[src/rtl/pet_pkg.sv]
// Shared definitions for the pet care blocks: action codes,
// executor state encoding and the action-to-frame-count mapping.
package pet_pkg;

   localparam logic [1:0] ACT_NONE  = 2'b00;
   localparam logic [1:0] ACT_FEED  = 2'b01;
   localparam logic [1:0] ACT_PLAY  = 2'b10;
   localparam logic [1:0] ACT_CLEAN = 2'b11;

   typedef enum logic [1:0] {
      ST_IDLE = 2'b00,
      ST_RUN  = 2'b01,
      ST_HOLD = 2'b10
   } state_t;

   // Frame count of an action; ACT_NONE maps to 1 but never runs.
   function automatic logic [3:0] frames_for(
      input logic [1:0] code,
      input int         feed,
      input int         play,
      input int         clean
   );
      logic [3:0] n;
      n = 4'd1;
      case (code)
         ACT_FEED:  n = 4'(feed);
         ACT_PLAY:  n = 4'(play);
         ACT_CLEAN: n = 4'(clean);
         default:   n = 4'd1;
      endcase
      return n;
   endfunction

endpackage

[src/rtl/pet_action_executor_timer.sv]
// Animation timebase: divides clk into frames and tracks the
// current frame index of a running action.
module action_frame_timer
   import pet_pkg::*;
#(
   parameter  int TICK_DIV = 50,
   localparam int CW       = $clog2(TICK_DIV)
) (
   input  logic       clk,
   input  logic       rst,
   input  logic       i_load,
   input  logic       i_en,
   input  logic [3:0] i_frames,
   output logic [2:0] o_frame,
   output logic       o_frame_tick,
   output logic       o_last_frame
);

   logic [CW-1:0] r_cnt;
   logic [2:0]    r_frame;
   logic          w_wrap;

   assign w_wrap       = (r_cnt == CW'(TICK_DIV - 1));
   assign o_frame_tick = i_en & w_wrap;
   assign o_last_frame = ({1'b0, r_frame} == (i_frames - 4'd1));
   assign o_frame      = r_frame;

   // Cycle counter and frame index; last frame wraps back to 0.
   always_ff @(posedge clk or posedge rst) begin
      if (rst) begin
         r_cnt   <= '0;
         r_frame <= '0;
      end else if (i_load) begin
         r_cnt   <= '0;
         r_frame <= '0;
      end else if (i_en) begin
         if (w_wrap) begin
            r_cnt   <= '0;
            r_frame <= o_last_frame ? 3'd0 : r_frame + 3'd1;
         end else begin
            r_cnt <= r_cnt + CW'(1);
         end
      end
   end

endmodule

[src/rtl/pet_action_executor.sv]
// Runs a feed/play/clean action as a timed frame sequence and
// closes the controller handshake through exec_status.
module pet_action_executor
   import pet_pkg::*;
#(
   parameter int TICK_DIV     = 50,
   parameter int FEED_FRAMES  = 4,
   parameter int PLAY_FRAMES  = 6,
   parameter int CLEAN_FRAMES = 5
) (
   input  logic       clk,
   input  logic       rst,
   input  logic       exec,
   input  logic [1:0] selected,
   output logic       exec_status,
   output logic       busy,
   output logic [1:0] action,
   output logic [2:0] frame,
   output logic       frame_valid,
   output logic       done_pulse,
   output logic       err_pulse
);

   state_t     r_state;
   state_t     w_state_nxt;
   logic       r_exec_d;
   logic [1:0] r_action;
   logic [1:0] w_action_nxt;
   logic       r_fv;
   logic       r_done;
   logic       r_err;
   logic       w_fv_nxt;
   logic       w_done_nxt;
   logic       w_err_nxt;
   logic       w_load;
   logic       w_start;
   logic       w_tick;
   logic       w_last;
   logic [3:0] w_frames;

   assign w_start  = exec & ~r_exec_d;
   assign w_frames = frames_for(r_action, FEED_FRAMES,
                                PLAY_FRAMES, CLEAN_FRAMES);

   action_frame_timer #(
      .TICK_DIV(TICK_DIV)
   ) u_timer (
      .clk         (clk),
      .rst         (rst),
      .i_load      (w_load),
      .i_en        (r_state == ST_RUN),
      .i_frames    (w_frames),
      .o_frame     (frame),
      .o_frame_tick(w_tick),
      .o_last_frame(w_last)
   );

   // State, latched action, exec history and one-cycle pulses.
   always_ff @(posedge clk or posedge rst) begin
      if (rst) begin
         r_state  <= ST_IDLE;
         r_exec_d <= 1'b0;
         r_action <= ACT_NONE;
         r_fv     <= 1'b0;
         r_done   <= 1'b0;
         r_err    <= 1'b0;
      end else begin
         r_state  <= w_state_nxt;
         r_exec_d <= exec;
         r_action <= w_action_nxt;
         r_fv     <= w_fv_nxt;
         r_done   <= w_done_nxt;
         r_err    <= w_err_nxt;
      end
   end

   // Next-state: start on exec rise, finish on last frame tick.
   always_comb begin
      w_state_nxt  = r_state;
      w_action_nxt = r_action;
      w_fv_nxt     = 1'b0;
      w_done_nxt   = 1'b0;
      w_err_nxt    = 1'b0;
      w_load       = 1'b0;
      unique case (r_state)
         ST_IDLE: begin
            if (w_start) begin
               if (selected != ACT_NONE) begin
                  w_action_nxt = selected;
                  w_load       = 1'b1;
                  w_state_nxt  = ST_RUN;
               end else begin
                  w_err_nxt   = 1'b1;
                  w_state_nxt = ST_HOLD;
               end
            end
         end
         ST_RUN: begin
            if (w_tick) begin
               if (w_last) begin
                  w_done_nxt   = 1'b1;
                  w_action_nxt = ACT_NONE;
                  w_state_nxt  = exec ? ST_HOLD : ST_IDLE;
               end else begin
                  w_fv_nxt = 1'b1;
               end
            end
         end
         ST_HOLD: begin
            if (!exec) w_state_nxt = ST_IDLE;
         end
         default: w_state_nxt = ST_IDLE;
      endcase
   end

   assign busy        = (r_state == ST_RUN);
   assign exec_status = ~busy;
   assign action      = r_action;
   assign frame_valid = r_fv;
   assign done_pulse  = r_done;
   assign err_pulse   = r_err;

endmodule

[config.mk]
export PLATFORM = sky130hd
export DESIGN_NAME = pet_action_executor
export DESIGN_NICKNAME = d
export VERILOG_FILES = /design/src/rtl/pet_pkg.sv /design/src/rtl/pet_action_executor_timer.sv /design/src/rtl/pet_action_executor.sv
export SDC_FILE = /design/constraint.sdc
export NUM_CORES = 1
export LEC_CHECK = 0
export ABC_CLOCK_PERIOD_IN_PS = 3500
export BUFFER_PORTS_ARGS = -buffer_cell sky130_fd_sc_hd__buf_4
export CAP_MARGIN = 20
export CORE_ASPECT_RATIO = 1.5
export CORE_MARGIN = 4
export CORE_UTILIZATION = 30
export DETAILED_ROUTE_END_ITERATION = 10
export PLACE_DENSITY = 0.52
export SLEW_MARGIN = 40
export SYNTH_ARGS = -nofsm -noshare
export SYNTH_HDL_FRONTEND = slang
export SYNTH_HIERARCHICAL = 1
export SYNTH_SLANG_ARGS = --single-unit
[constraint.sdc]
create_clock -name clk -period 3.5 [get_ports clk]
set_input_delay 0 -clock clk [delete_from_list [all_inputs] [get_ports clk]]
set_output_delay 0 -clock clk [all_outputs]
set_load 0.1 [all_outputs]
==> Word level (Yosys, flattened, before mapping) <==
Cells that the tools add are included.
{ "op_classes": {"n_bitwise": 4, "reduce_logical": 8, "n_addsub": 3, "muxes": 32, "n_eq_ne": 12} }
{ "op_table": {"columns": ["op", "count"], "rows": [
  ["$mux W2", 10],
  ["$mux W6", 3],
  ["$mux W1", 12],
  ["$mux W3", 4],
  ["$pmux W3 S3", 1],
  ["$reduce_bool A2 Y1", 4],
  ["$add A6 B1 Y6 const B", 1],
  ["$eq A2 B2 Y1 const B", 3],
  ["$eq A6 B6 Y1 const B", 1],
  ["$ne A2 B2 Y1 const B", 3],
  ["$pmux W2 S3", 1],
  ["$reduce_and A5 Y1", 1],
  ["$eq A2 B1 Y1 const B", 2],
  ["$eq A3 B4 Y1", 1],
  ["$ne A2 B1 Y1 const B", 2],
  ["$pmux W2 S2", 1],
  ["$reduce_and A4 Y1", 1],
  ["$sub A3 B1 Y4 const B", 1],
  ["$add A3 B1 Y3 const B", 1],
  ["$and A1 B1 Y1", 2],
  ["$logic_not A2 Y1", 1],
  ["$not A1 Y1", 2],
  ["$reduce_and A2 Y1", 1]
]} }
{ "totals": {"wordCells": 67, "ff_bits": 17} }

==> Longest topological paths before layout <==
Gate-level depths: netlist of the first run.
{ "depth": {"word_depth": 8, "mapped_depth": 11, "mapped_depth_nobuf": 11} }

==> Modules after synthesis <==
The synthesis of the first run kept the hierarchy.
{ "by_module_without_submodules": {"columns": ["module", "cells_each", "seq_area_each_um2", "area_per_inst_um2", "n_inst"], "rows": [
  ["action_frame_timer", 65, 225.2, 590.6, 1],
  ["pet_action_executor", 35, 200.2, 382.9, 1]
]} }

==> Least setup slack after synthesis of the first run <==
OpenSTA, ideal clock, no wires.
{ "synth_timing": {"path_type": "reg-to-reg", "start": "reg r_action[0], in the netlist action[0]", "end": "reg r_action[1], in the netlist action[1]", "stages_incl_launch_ff": 12, "arrival_ns": 3.315, "synth_period_minus_slack_ns": 3.437, "t_required_ns": 3.378, "path_slack_ns": 0.063, "cell_sequence": "dfrtp_1 -> inv_1 -> ha_1 -> inv_1 -> inv_1 -> ha_1 -> xor2_1 -> or4_4 -> a311oi_4 -> nand2_1 -> or2_1 -> a32o_1"} }
{ "synth_via": {"elab_chain_cells": 6, "word_cells_on_any_way": 8, "cone_classes": "add/sub: 1; eq/ne: 5; mux: 1; reduce/logical: 1"} }
{ "synth_rtl": {"columns": ["element", "line_no", "source"], "rows": [
  ["from (decl)", "pet_action_executor.sv:27", "logic [1:0] r_action;"],
  ["from (signal assigned)", "pet_action_executor.sv:70", "r_action <= w_action_nxt;"],
  ["$eq A2 B2 Y1 or $eq A2 B1 Y1 (tied branches)", "pet_pkg.sv:25", "case (code)"],
  ["$pmux W3 S3 (*)", "pet_pkg.sv:25", null],
  ["named net w_frames[0]", "pet_action_executor.sv:39", "logic [3:0] w_frames;"],
  ["$sub A3 B1 Y4 (*)", "pet_action_executor_timer.sv:25", "assign o_last_frame = ({1'b0, r_frame} == (i_frames - 4'd1));"],
  ["$eq A3 B4 Y1 (*)", "pet_action_executor_timer.sv:25", null],
  ["named net w_last", "pet_action_executor.sv:38", "logic w_last;"],
  ["$ne A2 B1 Y1 (no line) (*)", null, null],
  ["$reduce_and A5 Y1 (no line) (*)", null, null]
]} }
Mark *: on every way through the listed nets, which the timed path passes. The rest lies on a longest branch.
A chain may end at the register's enable or synchronous reset.

==> Worst setup path after layout of the first run <==
Ends and elaborated chain as after synthesis.

==> results of run 1 <==
## cell usage in the layout (no fill, tap or decap)
cell type and instances:
nor2_1 8, nor3_1 6, buf_4 14, and2_1 2
and3_1 1, o21ai_0 2, nor2b_1 1, conb_1 3
a21boi_0 1, a22oi_1 1, o21bai_1 2, a32o_1 2
a21oi_1 6, dfrtp_1 17, inv_1 14, dlygate4sd3_1 4
nand3b_1 1, or3_1 1, nand4bb_1 1, nor3b_1 3
a311oi_4 1, xor2_1 2, clkbuf_8 3, o2111ai_1 1
a2bb2oi_1 1, clkbuf_1 1, nor4bb_1 1, nand2b_4 1
xnor2_1 3, nand2_1 10, or4_4 1, ha_1 6
nor4b_4 1, or2_1 1
## flip-flops by register name, summed over array words and instances, names as in the netlist
| register | flops |
|---|---|
| r_state | 2 |
| frame_valid | 1 |
| action | 2 |
| done_pulse | 1 |
| u_timer/r_cnt | 6 |
| r_exec_d | 1 |
| u_timer/o_frame | 3 |
| err_pulse | 1 |
## timing repair
item                      in CTS  in global routing
hold buffers                   4                  0
hold endpoints to repair      19                  0
buffers inserted               0                  0
## synth_stat cells
cell type / instances
o2111ai_1: 1
inv_1: 14
nor3b_1: 3
or2_1: 1
nor4b_4: 1
a32o_1: 2
a21boi_0: 1
nand4bb_1: 1
nor3_1: 6
a311oi_4: 1
a21oi_1: 6
and3_1: 1
nor2b_1: 1
xnor2_1: 3
xor2_1: 2
a22oi_1: 1
or4_4: 1
conb_1: 1
o21bai_1: 2
nand2_1: 10
o21ai_0: 2
dfrtp_1: 17
and2_1: 2
ha_1: 6
nand2b_4: 1
a2bb2oi_1: 1
or3_1: 1
clkbuf_1: 1
nor4bb_1: 1
nor2_1: 8
nand3b_1: 1
## final cells by class
type                            count  area [µm²]
Fill cell                         341        1910
Multi-Input combinational cell     70         499
Sequential cell                    17         425
Timing Repair Buffer               18         145
Inverter                           14        52.6
Tap cell                           40        50.0
Clock buffer                        4        45.0
## cell families (layout without fill, tap and decap cells)
logic type	after synthesis	in the layout	share of synthesized area [%]
AOI/OAI and AO/OA	17	17	13.8
xor gates and xnor gates	5	5	4.50
adders and majority gates	6	6	7.71
buffers and inverters	15	36	5.78
DFF	17	17	43.7
other	1	3	0.385
and+or+nand+nor	39	39	24.2
## how the worst min path moves through the flow
stage,endpoint,startpoint
floorplan,action[0],rst
global placement,frame_valid,rst
detailed placement,frame_valid,rst
CTS,action[0],selected[0]
global route,action[0],selected[0]
finish,action[0],selected[0]
## metal layers
layer / wire [µm] / GRT usage (%) / vias to the layer above / part of all wire (%)
met1: 825 / 12.7 / 350 / 42
met4: 17 / 3.74 / 0 / 0.86
met3: 61 / 2.11 / 2 / 3.1
li1: - / - / 381 / -
met5: 0 / 0 / - / 0
met2: 1070 / 18.5 / 9 / 54
## power groups by stage
| stage | clock network [mW] | logic (mW) | registers (mW) |
|---|---|---|---|
| finish | 0.144 | 0.636 | 0.313 |
| global route | 0.160 | 0.689 | 0.325 |
| CTS | 0.149 | 0.644 | 0.314 |
| detailed placement | 0 | 0.638 | 0.317 |
| global placement | 0 | 0.622 | 0.314 |
| floorplan | 0 | 0.392 | 0.435 |
## per-stage QoR
stage / hold slack [ps] / instance area, µm² / util, % / setup slack, ps / cells
5_1_grt: 6.13 / 1220 / 38.9 / 399 / 163
3_5_place_dp: -21.2 / 1130 / 36.2 / 563 / 155
4_1_cts: 17.0 / 1220 / 38.9 / 540 / 163
2_1_floorplan: -184 / 981 / - / 63.4 / 102
6_report: 21.3 / 1220 / 38.9 / 567 / 163
3_3_place_gp: -21.1 / 1130 / 36.2 / 650 / 155
==> metrics.md, run 1 <==
| Metric | Value |
|---|---|
| Status | `finished, final reports clean` |
| Peak supply drop | `424 µV` |
| Crit start category | `register` |
| Clk_lat worst skew | `250 ps` |
| Net Sw Frac | `51.4%` |
| Die Wd | `54.5 µm` |
| Gate power share | `58.2%` |
| Clock share of power | `13.1%` |
| Clock skew | `2.22 ps` |
| Register-to-Register Path Depth | `11` |
| Min cycle time layout | `2930 ps` |
| Routability cong. | `0.740` |
| All-layer global routing usage | `10.8%` |
| Bufs on Longest Clock Path | `2` |
| CTS Buf Count | `3` |
| Syn_area_per_cell | `9.73 µm²` |
| IO Pins | `15` |
| P_leak | `0.600 nW` |
| # setup viols final | `0` |
| Chip height | `77.8 µm` |
| I/O Buffers | `14` |
| Critical path required time | `3630 ps` |
| First-pass GRT wire length | `3460 µm` |
| Max-cap violations | `0` |
| Via Count | `742` |
| Critical Path Start | `action[0]` |
| Root Driver | `clkbuf_8` |
| Core area | `3130 µm²` |
| DRT iter0 DRCs | `16` |
| Critical Path Sink Type | `register` |
| Critical path destination | `action[1]` |
| Hold crit path type | `in -> reg` |
| Largest net degree at the start of global routing | `11` |
| Vias per cell | `4.55` |
| Post-DP HPWL | `1570 µm` |
| CP Max Fanout | `5` |
| Fin crit share | `83.8%` |
| Worst Path Arrival | `3070 ps` |
| Gates resized, CTS repair | `0` |
| CP delay by family, top | `simple AND/OR/NAND/NOR gates` |
| Detailed Routing Iterations Pass 1 | `4` |
| Clock sink total | `17` |
| Dominant cells by area after synthesis | `dfrtp_1 44%, ha_1 7.7%, inv_1 5.4%, nand2_1 3.9%, a21oi_1 3.1%` |
| Post-synth top area cell | `dfrtp_1` |
| Synthesized instance count | `100` |
| R2R Path End | `action[1]` |
| Critical Path Max Stage Delay | `510 ps` |
| Sw power | `562 µW` |
| Cells on Worst Hold Path | `2` |
| Total die area | `4240 µm²` |
| Flop-to-flop setup slack | `570 ps` |
| Critical path's most frequent cell | `inv_1` |
| Residual DRC | `0` |
| Int Pwr | `530 µW` |
| Mapped cell area | `973 µm²` |
| Register area share after synthesis | `43.7%` |
| Tot Pwr | `1.09 mW` |
| Worst path bufs/invs | `3` |
| Pwr dens | `897 nW/µm²` |
| CTS H-tree lvls | `1` |
| CP cell instances | `inv_1 > ha_1 > inv_1 > inv_1 > ha_1 > xor2_1 > or4_4 > a311oi_4 > nand2_1 > or2_1 > a32o_1` |
| Clock-pin slew on the worst setup and hold paths | `60 ps` |
| Final Hold Fails | `0` |
| Net count, final | `135` |
| Seq pwr share | `28.7%` |
| Final ANT Viol Nets | `0` |
| Antenna violations before repair | `0` |
| Netlist cell types | `31` |
| Fmax | `341 MHz` |
| Setup CP Type | `reg -> reg` |
| Share of layout cells above drive strength 1 | `17.1%` |
| RSZ-0062 raised after global routing | `false` |
| CP max-delay cell | `or4_4` |
| Critical path depth | `11` |
| Routed wire length | `1980 µm` |
| Max-slew violation count | `0` |
| Vias in the first global route | `753` |
| GRT overflow | `0` |
| Reg-to-Reg Start | `action[0]` |
| WL/cell | `12.1 µm` |
| Setup TNS Final | `0 ps` |
| Antenna Cells | `0` |
| Syn. warnings | `6` |
| CTS tree | `yes` |
| Syn-to-layout area delta | `25.1%` |
| Synth top area share | `43.7%` |
| Initial cell density of the core | `31.1%` |
| Core Rows | `25` |
| Seq cells post-synth | `17` |
No activity file was read; power rests on OpenSTA's default activity.
==> inputs of run 2 (changes only) <==
- ABC_CLOCK_PERIOD_IN_PS: 3500 -> 3070
- clock period: 3.5 -> 3.07 ns (I/O delays scaled with it)
==> run 2 against run 1 <==
Power up 15%. Worst setup slack worse by 350 ps. Worst hold slack worse by 3.7 ps. Combinational power up 15%. Non-clock buffer count up 1. Flip-flop and latch count unchanged. Sequential share of layout area up 0.18 points. First-iteration DRC count up 63%. Critical endpoint is now action[0]. Largest cell class unchanged.
==> metrics.md, run 2 (same netlist as run 1, synthesis figures left out) <==
| Metric | Value |
|---|---|
| CP max-delay cell | `or4_4` |
| Max-cap violations | `0 (unchanged)` |
| Clock-pin slew on the worst setup and hold paths | `60 ps (about the same)` |
| Max-slew violation count | `0 (unchanged)` |
| Critical Path Sink Type | `register` |
| RSZ-0062 raised after global routing | `false` |
| CTS H-tree lvls | `1 (unchanged)` |
| Vias in the first global route | `817 (+8.5%)` |
| Worst Path Arrival | `2990 ps (-80 ps)` |
| Antenna Cells | `0 (unchanged)` |
| CP Max Fanout | `4 (-1)` |
| First-pass GRT wire length | `3530 µm (+2.0%)` |
| Detailed Routing Iterations Pass 1 | `3 (-1)` |
| Critical Path Max Stage Delay | `500 ps (about the same)` |
| Clock sink total | `17 (unchanged)` |
| Antenna violations before repair | `0 (unchanged)` |
| Residual DRC | `0 (unchanged)` |
| Non-filler cells, final | `164 (+0.61%)` |
| Critical Path Start | `action[0]` |
| P_leak | `0.604 nW (+0.58%)` |
| Clock skew | `1.93 ps (-0.294 ps)` |
| Register-to-Register Path Depth | `11 (unchanged)` |
| Via Count | `772 (+4.0%)` |
| Flop-to-flop setup slack | `210 ps (-350 ps)` |
| Pwr dens | `1020 nW/µm² (+14%)` |
| Setup TNS Final | `0 ps (unchanged)` |
| Largest net degree at the start of global routing | `11 (unchanged)` |
| Max FFs per register | `6 (unchanged)` |
| Routed wire length | `1970 µm (-0.25%)` |
| Worst path bufs/invs | `3 (unchanged)` |
| All-layer global routing usage | `11.0% (+0.18 points)` |
| Critical path's most frequent cell | `inv_1` |
| Chip height | `77.8 µm (unchanged)` |
| Routability cong. | `0.703 (-5.0%)` |
| Bufs on Longest Clock Path | `2 (unchanged)` |
| CTS Buf Count | `3 (unchanged)` |
| Clk_lat worst skew | `240 ps (about the same)` |
| Final Hold Fails | `0 (unchanged)` |
| Root Driver | `clkbuf_8` |
| Tot Pwr | `1.26 mW (+15%)` |
| GRT overflow | `0 (unchanged)` |
| Setup ws final | `214 ps (-353 ps)` |
| CP cell instances | `inv_1 > ha_1 > inv_1 > inv_1 > ha_1 > xor2_1 > or4_4 > a311oi_4 > nand2_1 > or2_1 > a32o_1` |
| Most frequent cells in the layout | `15 x dfrtp_1, 15 x buf_4, 14 x inv_1` |
| Setup CP Type | `reg -> reg` |
| R2R Path End | `action[0]` |
| Die Wd | `54.5 µm (unchanged)` |
| DRT iter0 DRCs | `26 (+10)` |
| # setup viols final | `0 (unchanged)` |
| Core Rows | `25 (unchanged)` |
| Post-CTS setup buffers | `0 (unchanged)` |
| Status | `finished, final reports clean` |
| Vias per cell | `4.71 (+3.4%)` |
| Reg-to-Reg Start | `action[0]` |
| Hold crit path type | `in -> reg` |
| Peak supply drop | `567 µV (+34%)` |
| Critical path destination | `action[0]` |
| Share of layout cells above drive strength 1 | `19.4% (+2.3 points)` |
| Total die area | `4240 µm² (unchanged)` |
| Initial cell density of the core | `31.1% (unchanged)` |
| CP delay by family, top | `simple AND/OR/NAND/NOR gates` |
| Core area | `3130 µm² (unchanged)` |
| Critical path required time | `3200 ps (-430 ps)` |
| Place WS | `197 ps (-366 ps)` |
| WL/cell | `12.0 µm (-0.86%)` |
| IO Pins | `15 (unchanged)` |
| Syn-to-layout area delta | `26.6%` |
| Final ANT Viol Nets | `0 (unchanged)` |
| # hold bufs at CTS | `4 (unchanged)` |
| Fin crit share | `93.0% (+9.2 points)` |
| Post-Place Cells | `156 (+0.65%)` |
| Biggest register | `u_timer/r_cnt` |
| CTS tree | `yes` |
| Net count, final | `136 (+0.74%)` |
| Crit start category | `register` |
| I/O Buffers | `14 (unchanged)` |
| Critical path depth | `11 (unchanged)` |
| Min cycle time layout | `2860 ps (-76.6 ps)` |
| Post-DP HPWL | `1590 µm (+1.8%)` |
| Fmax | `350 MHz (+2.7%)` |
| Gates resized, CTS repair | `0 (unchanged)` |
run 2: cell type report:
type	instances	area [µm²]
tap	40	50.0
clock buffer	4	45.0
multi-input combinational	70	499
inverter	14	52.6
timing repair buffer	19	153
fill	331	1900
sequential	17	433
run 2: where the power goes:
group | internal (mW) | switching, mW
logic | 0.239 | 0.491
clock network | 0.0918 | 0.0708
registers | 0.292 | 0.0738
total | 0.623 | 0.635
run 2: worst min path at each step:
stage,end,start,cells past startpoint
floorplan,done_pulse,rst,1
global placement,done_pulse,rst,2
detailed placement,done_pulse,rst,2
CTS,action[0],selected[0],2
global route,action[0],selected[0],2
finish,action[0],selected[0],2
run 2: worst reg2reg max path, cell delays in order, from the launching register on:
cell and delay (ps):
dfrtp_4 480, inv_1 80, ha_1 220, inv_1 100, inv_1 50, ha_1 200
xor2_1 170, or4_4 500, a311oi_4 310, nand2_1 100, or2_1 270, a32o_1 260
run 2: per-layer routing:
layer | share of wire (%) | vias up | track usage, %
met2 | 54 | 13 | 18.9
li1 | - | 381 | -
met4 | 1.6 | 0 | 3.74
met5 | 0 | - | 0
met1 | 42 | 374 | 12.9
met3 | 2.5 | 4 | 1.92
run 2: per-stage QoR:
stage                     hold WS [ps]  utilization [%]  instance area (µm²)
final                             17.6             39.4                 1230
after global routing              28.7             39.4                 1230
after floorplan                   -184                -                  988
after detailed placement         -12.9             36.7                 1150
after CTS                         10.7             39.4                 1230
after global placement           -17.2             36.7                 1150
